### config.mk
export PLATFORM = sky130hd
export DESIGN_NAME = elevator_ctrl_flat
export DESIGN_NICKNAME = d
export VERILOG_FILES = /design/src/rtl/elevator_ctrl_if.sv /design/src/rtl/elevator_ctrl.sv /design/src/flat_wrapper.sv
export SDC_FILE = /design/constraint.sdc
export NUM_CORES = 1
export LEC_CHECK = 0
export ABC_AREA = 1
export CAP_MARGIN = 5
export CORE_MARGIN = 2
export CORE_UTILIZATION = 51
export DETAILED_ROUTE_END_ITERATION = 12
export GPL_TIMING_DRIVEN = 0
export PLACE_DENSITY = 0.79
export SYNTH_ARGS = -nofsm -noshare
export SYNTH_HDL_FRONTEND = slang
export SYNTH_SLANG_ARGS = --single-unit
### constraint.sdc
create_clock -name clk -period 2.4 [get_ports clk]
set_clock_uncertainty 0.1 [all_clocks]
set_input_delay 0.24 -clock clk [delete_from_list [all_inputs] [get_ports clk]]
set_output_delay 0.24 -clock clk [all_outputs]
set_load 0.02 [all_outputs]
### src/rtl/elevator_ctrl_if.sv
// Call/position bundle between the elevator controller and its panel.
// The controller side is slave; the panel side (buttons, arrow decoder) is master.
interface elevator_ctrl_if #(
    parameter int N_FLOORS = 8,
    parameter int FW       = (N_FLOORS > 1) ? $clog2(N_FLOORS) : 1
);
    logic [N_FLOORS-1:0] req;
    logic [FW-1:0]       floor;
    logic                stop;
    logic                head;
    logic                door_open;
    logic [N_FLOORS-1:0] pending;

    modport master (
        output req,
        input  floor, stop, head, door_open, pending
    );

    modport slave (
        input  req,
        output floor, stop, head, door_open, pending
    );
endinterface

### src/rtl/elevator_ctrl.sv
// SCAN elevator controller: latches calls, times travel and door,
// and drives the stop/head pair for the direction-arrow decoder.
module elevator_ctrl #(
    parameter int N_FLOORS    = 8,
    parameter int MOVE_CYCLES = 4,
    parameter int DOOR_CYCLES = 6
) (
    input logic           clk,
    input logic           rst,
    elevator_ctrl_if.slave bus
);
    localparam int FW = (N_FLOORS > 1) ? $clog2(N_FLOORS) : 1;
    localparam int MW = (MOVE_CYCLES > 1) ? $clog2(MOVE_CYCLES) : 1;
    localparam int DW = (DOOR_CYCLES > 1) ? $clog2(DOOR_CYCLES) : 1;

    typedef enum logic [1:0] {
        S_IDLE,
        S_MOVE,
        S_DOOR
    } state_t;

    state_t              state_q, state_d;
    logic [FW-1:0]       floor_q, floor_d;
    logic                head_q, head_d;
    logic [N_FLOORS-1:0] pending_q, pending_d;
    logic [MW-1:0]       mtmr_q, mtmr_d;
    logic [DW-1:0]       dtmr_q, dtmr_d;

    logic                eval;
    logic [FW-1:0]       eval_f;
    logic                up_any;
    logic                dn_any;

    function automatic logic [1:0] dir_calls(
        input logic [N_FLOORS-1:0] p,
        input logic [FW-1:0]       f
    );
        logic up, dn;
        up = 1'b0;
        dn = 1'b0;
        for (int i = 0; i < N_FLOORS; i++) begin
            if (p[i] && (i > int'(f))) up = 1'b1;
            if (p[i] && (i < int'(f))) dn = 1'b1;
        end
        return {up, dn};
    endfunction

    always_comb begin
        state_d   = state_q;
        floor_d   = floor_q;
        head_d    = head_q;
        mtmr_d    = mtmr_q;
        dtmr_d    = dtmr_q;
        pending_d = pending_q | bus.req;
        eval      = 1'b0;
        eval_f    = floor_q;

        unique case (state_q)
            S_IDLE: eval = 1'b1;
            S_MOVE: begin
                if (mtmr_q == MW'(MOVE_CYCLES - 1)) begin
                    eval    = 1'b1;
                    floor_d = head_q ? floor_q + FW'(1) : floor_q - FW'(1);
                    eval_f  = floor_d;
                end else begin
                    mtmr_d = mtmr_q + MW'(1);
                end
            end
            S_DOOR: begin
                // Calls at the open floor are dropped, not queued.
                pending_d[floor_q] = 1'b0;
                if (dtmr_q == DW'(DOOR_CYCLES - 1)) eval = 1'b1;
                else dtmr_d = dtmr_q + DW'(1);
            end
            default: ;
        endcase

        {up_any, dn_any} = dir_calls(pending_d, eval_f);

        if (eval) begin
            if (pending_d[eval_f]) begin
                state_d           = S_DOOR;
                pending_d[eval_f] = 1'b0;
                dtmr_d            = '0;
            end else if (head_q ? up_any : dn_any) begin
                state_d = S_MOVE;
                mtmr_d  = '0;
            end else if (head_q ? dn_any : up_any) begin
                state_d = S_MOVE;
                head_d  = ~head_q;
                mtmr_d  = '0;
            end else begin
                state_d = S_IDLE;
            end
        end
    end

    always_ff @(posedge clk) begin
        if (rst) begin
            state_q   <= S_IDLE;
            floor_q   <= '0;
            head_q    <= 1'b1;
            pending_q <= '0;
            mtmr_q    <= '0;
            dtmr_q    <= '0;
        end else begin
            state_q   <= state_d;
            floor_q   <= floor_d;
            head_q    <= head_d;
            pending_q <= pending_d;
            mtmr_q    <= mtmr_d;
            dtmr_q    <= dtmr_d;
        end
    end

    assign bus.floor     = floor_q;
    assign bus.stop      = (state_q != S_MOVE);
    assign bus.head      = head_q;
    assign bus.door_open = (state_q == S_DOOR);
    assign bus.pending   = pending_q;
endmodule

### src/flat_wrapper.sv
// flat-port wrapper written by rule: the top's interface ports become plain ports
module elevator_ctrl_flat 
#(
    parameter int N_FLOORS    = 8,
    parameter int MOVE_CYCLES = 4,
    parameter int DOOR_CYCLES = 6
)
  (clk, rst, bus_req, bus_floor, bus_stop, bus_head, bus_door_open, bus_pending);
  elevator_ctrl_if #(.N_FLOORS(N_FLOORS)) bus_i ();
  input logic clk;
  input logic rst;
  input wire logic [$bits(bus_i.req)-1:0] bus_req;
  output wire logic [$bits(bus_i.floor)-1:0] bus_floor;
  output wire logic [$bits(bus_i.stop)-1:0] bus_stop;
  output wire logic [$bits(bus_i.head)-1:0] bus_head;
  output wire logic [$bits(bus_i.door_open)-1:0] bus_door_open;
  output wire logic [$bits(bus_i.pending)-1:0] bus_pending;
  assign bus_i.req = bus_req;
  assign bus_floor = bus_i.floor;
  assign bus_stop = bus_i.stop;
  assign bus_head = bus_i.head;
  assign bus_door_open = bus_i.door_open;
  assign bus_pending = bus_i.pending;
  elevator_ctrl #(.N_FLOORS(N_FLOORS), .MOVE_CYCLES(MOVE_CYCLES), .DOOR_CYCLES(DOOR_CYCLES)) u_core (.clk(clk), .rst(rst), .bus(bus_i));
endmodule
==> summary.txt <==
Pwr
  • Worst VDD drop: roughly 450 uV
  • Total power draw: ~0.8 mW
  • Leak: 0.7765 nW
  • PD cells: between 400 and 500 mW/mm2

Clocking
  • CTS sink cnt: 19
  • Hold Buf Count CTS: 0
  • Max Root-Sink Buffers: 2
  • Num CTS Buffers: 3
  • H-tree depth: 1
  • Worst-path clk slew: ~0.13 ns
  • Clk_lat worst skew: 0.31 ns
  • TritonCTS clock tree: built
  • Root Buffer: clkbuf_4

Logic synthesis
  • Post-synthesis sequential area ratio: a little under a third
  • Flops & latches, synth: 19
  • Yosys cell types: 23
  • Leading area contributor after synthesis: dfxtp_1
  • Synth Net Count: approximately 220
  • Synth area leaders: dfxtp_1, nand2_1, nor2_1
  • Post-synth top area share: between 30% and 40%
  • Avg Cell Area, Syn: slightly above 6 um2
  • Mapped Cells: about 200
  • Synthesized area: 0.001252 mm2
  • Yosys warns: 0

Detailed routing
  • Routed WL: between 3000 and 4000 um
  • Antenna-violating nets left: 0
  • Via count: roughly 1.4k
  • DR pass1 iterations: 4
  • Vias per cell: 5.259
  • Initial DRC Count: between 80 and 90
  • Wirelength per Cell: 12.75 um
  • Drt drc: 0

GRT
  • First-pass GRT wire length: roughly 5200 um
  • Vias in the first global route: 1,188
  • Total congestion overflow: 0
  • Met2 Resource Use GR: around 40%
  • Gr usage total: between 20% and 30%
  • Pin count of the biggest net entering global routing: 12
  • GR peak layer: met2
  • Met1 Use GR: 35.80%
  • Met3 Use GR: under 10%
  • Initial antenna violation count: 0

Critical path
  • CP startpoint kind: register
  • Worst setup path start: u_core.bus.floor[0]$_SDFF_PP0_
  • Critical Path Fanout Max: 4
  • Reg2reg setup slack: 0.1 ns
  • Worst EP arrival: about 2.5 ns
  • CP required: 2.56 ns
  • Worst Path Class, Setup: register to register
  • FF-to-FF Start: u_core.bus.floor[0]$_SDFF_PP0_
  • CP Capture Type: register

Cells and area
  • Final Non-Filler Cells: 263
  • Number of fill cells: around 200
  • Synth-to-layout area growth: 30.77%
  • Layout cells sized above 1: between 10% and 20%
  • # diodes: 0
  • Nets: 249

Timing
  • Min Tclk post-route: between 2 and 2.5 ns
  • Worst Tran Pin Value: ~0.6 ns
  • Setup TNS: 0 ns
  • Final setup violation count: 0
  • Period utilization: a little over nine tenths
  • F_max: between 0.4 and 0.5 GHz
  • Slew margin rel.: between 60 and 70%
  • Final hold viol count: 0
  • Hold Slack: just over 0.4 ns
  • Final Max Slew Viols: 0
  • Setup ws final: approximately 0.1 ns

Place
  • DP Worst Slack: -0.1386 ns
  • Routability-driven placement congestion ratio: ~0.9
  • Hpwl dp: about 2400 um
  • # port buffers: 23
  • Placed cell count: 253

Hold path
  • Hold wc startpoint: u_core.dtmr_q[1]$_SDFF_PP0_
  • Worst hold path type: register to register

Floorplan
  • Cell Rows: 17
  • Die Width: ~54 um
  • Die area: between 0.002 and 0.003 mm2
  • Initial core utilization: 55.03%
  • Core area: approximately 0.0023 mm2
  • # IOs: 24
  • Die Span Y: about 54 um

Job
  • Total of max-cap violations: 0

Outcome
  • Status: completed
cell families (layout without fill, tap and decap cells):
group	Yosys count	after routing	synth area share, %
simple gates	128	129	45.35
compound gates	26	26	12.09
xor+xnor	2	2	1.399
buf+inv	24	56	7.193
flops	19	19	30.37
fa+ha+maj	3	3	3.596
layout by cell type, fill, tap and decap left out, types with 2 or more instances in the layout:
cell type,n
nand2_2,10
nand2_1,60
o21ai_0,9
inv_2,3
o21bai_1,3
dfxtp_4,2
a21oi_1,7
clkbuf_4,3
buf_4,5
inv_1,20
xor2_1,2
nor2_4,4
o21ai_1,2
a311oi_1,2
nor2_1,33
clkdlybuf4s50_1,23
ha_1,2
dfxtp_1,16
nand2_4,5
nor2_2,6
nand3_1,9
stage by stage:
| stage | instance area (um2) | util (%) |
|---|---|---|
| final | 1638 | 71.96 |
| after global routing | 1638 | 71.96 |
| after CTS | 1568 | 68.88 |
| after detailed placement | 1518 | 66.69 |
| after global placement | 1518 | 66.69 |
| after floorplan | 1252 | - |
state kept, by name, summed over array words and instances (netlist names):
| register | flops |
|---|---|
| u_core.bus.floor | 3 |
| u_core.bus.head | 1 |
| u_core.bus.pending | 8 |
| u_core.dtmr_q | 3 |
| u_core.mtmr_q | 2 |
| u_core.state_q | 2 |
synth_stat cells (all sizes together):
library cell and instances:
nand3 10, nor2 43, clkbuf 1, o21bai 3, xor2 2, o31ai 1, fa 1, a211oi 1
or2 1, dfxtp 19, inv 23, a21oi 7, ha 2, nand2 74, a311oi 2, o22ai 1
o21ai 11
power breakdown:
group | internal [mW] | switching (mW)
sequential | 0.342 | 0.0238
combinational | 0.0989 | 0.151
clock | 0.0623 | 0.116
what timing repair did:
item,in CTS,in global routing
endpoints found under the setup margin,4,5
pin swaps,1,5
setup buffers,1,4
cloned,0,1
gates resized for setup,6,13
worst max-delay path, stage by stage, from the launching register on:
cell and delay [ns]:
dfxtp_4 0.38, inv_1 0.09, fa_2 0.55, inv_1 0.05, nand2_1 0.07, nand2_2 0.09
nor2_4 0.16, nand2_1 0.08, nand2_1 0.07, nand2_1 0.07, inv_1 0.05, nand2_1 0.06
nor2_2 0.14, nand2_1 0.08, nand2_2 0.07, nand2_2 0.07, nor2_1 0.08
metal layers:
layer  wire (um)  vias up  part of all wire (%)
met2        1543       48                    46
met1        1584      630                    47
met5           0        -                     0
li1            -      699                     -
met3         181        6                   5.4
met4          42        0                   1.3
final timing paths:
| path | end | cells past startpoint |
|---|---|---|
| hold reg to reg | u_core.dtmr_q[1]$_SDFF_PP0_ | 2 |
| setup reg to reg | u_core.mtmr_q[0]$_SDFF_PP0_ | 16 |
| setup / recovery | u_core.mtmr_q[0]$_SDFF_PP0_ | 16 |
| hold / removal | u_core.dtmr_q[1]$_SDFF_PP0_ | 2 |
cell type report:
class | instances | area, um2 | area share [%]
sequential | 19 | 389.1 | 23.76
clock inverter | 1 | 5.005 | 0.3056
tap | 28 | 35.03 | 2.139
multi-input combinational | 160 | 828.3 | 50.57
clock buffer | 3 | 22.52 | 1.375
timing repair buffer | 28 | 267.8 | 16.35
buffer | 1 | 3.754 | 0.2292
inverter | 23 | 86.33 | 5.271
Power figures use the tool's default switching activity.
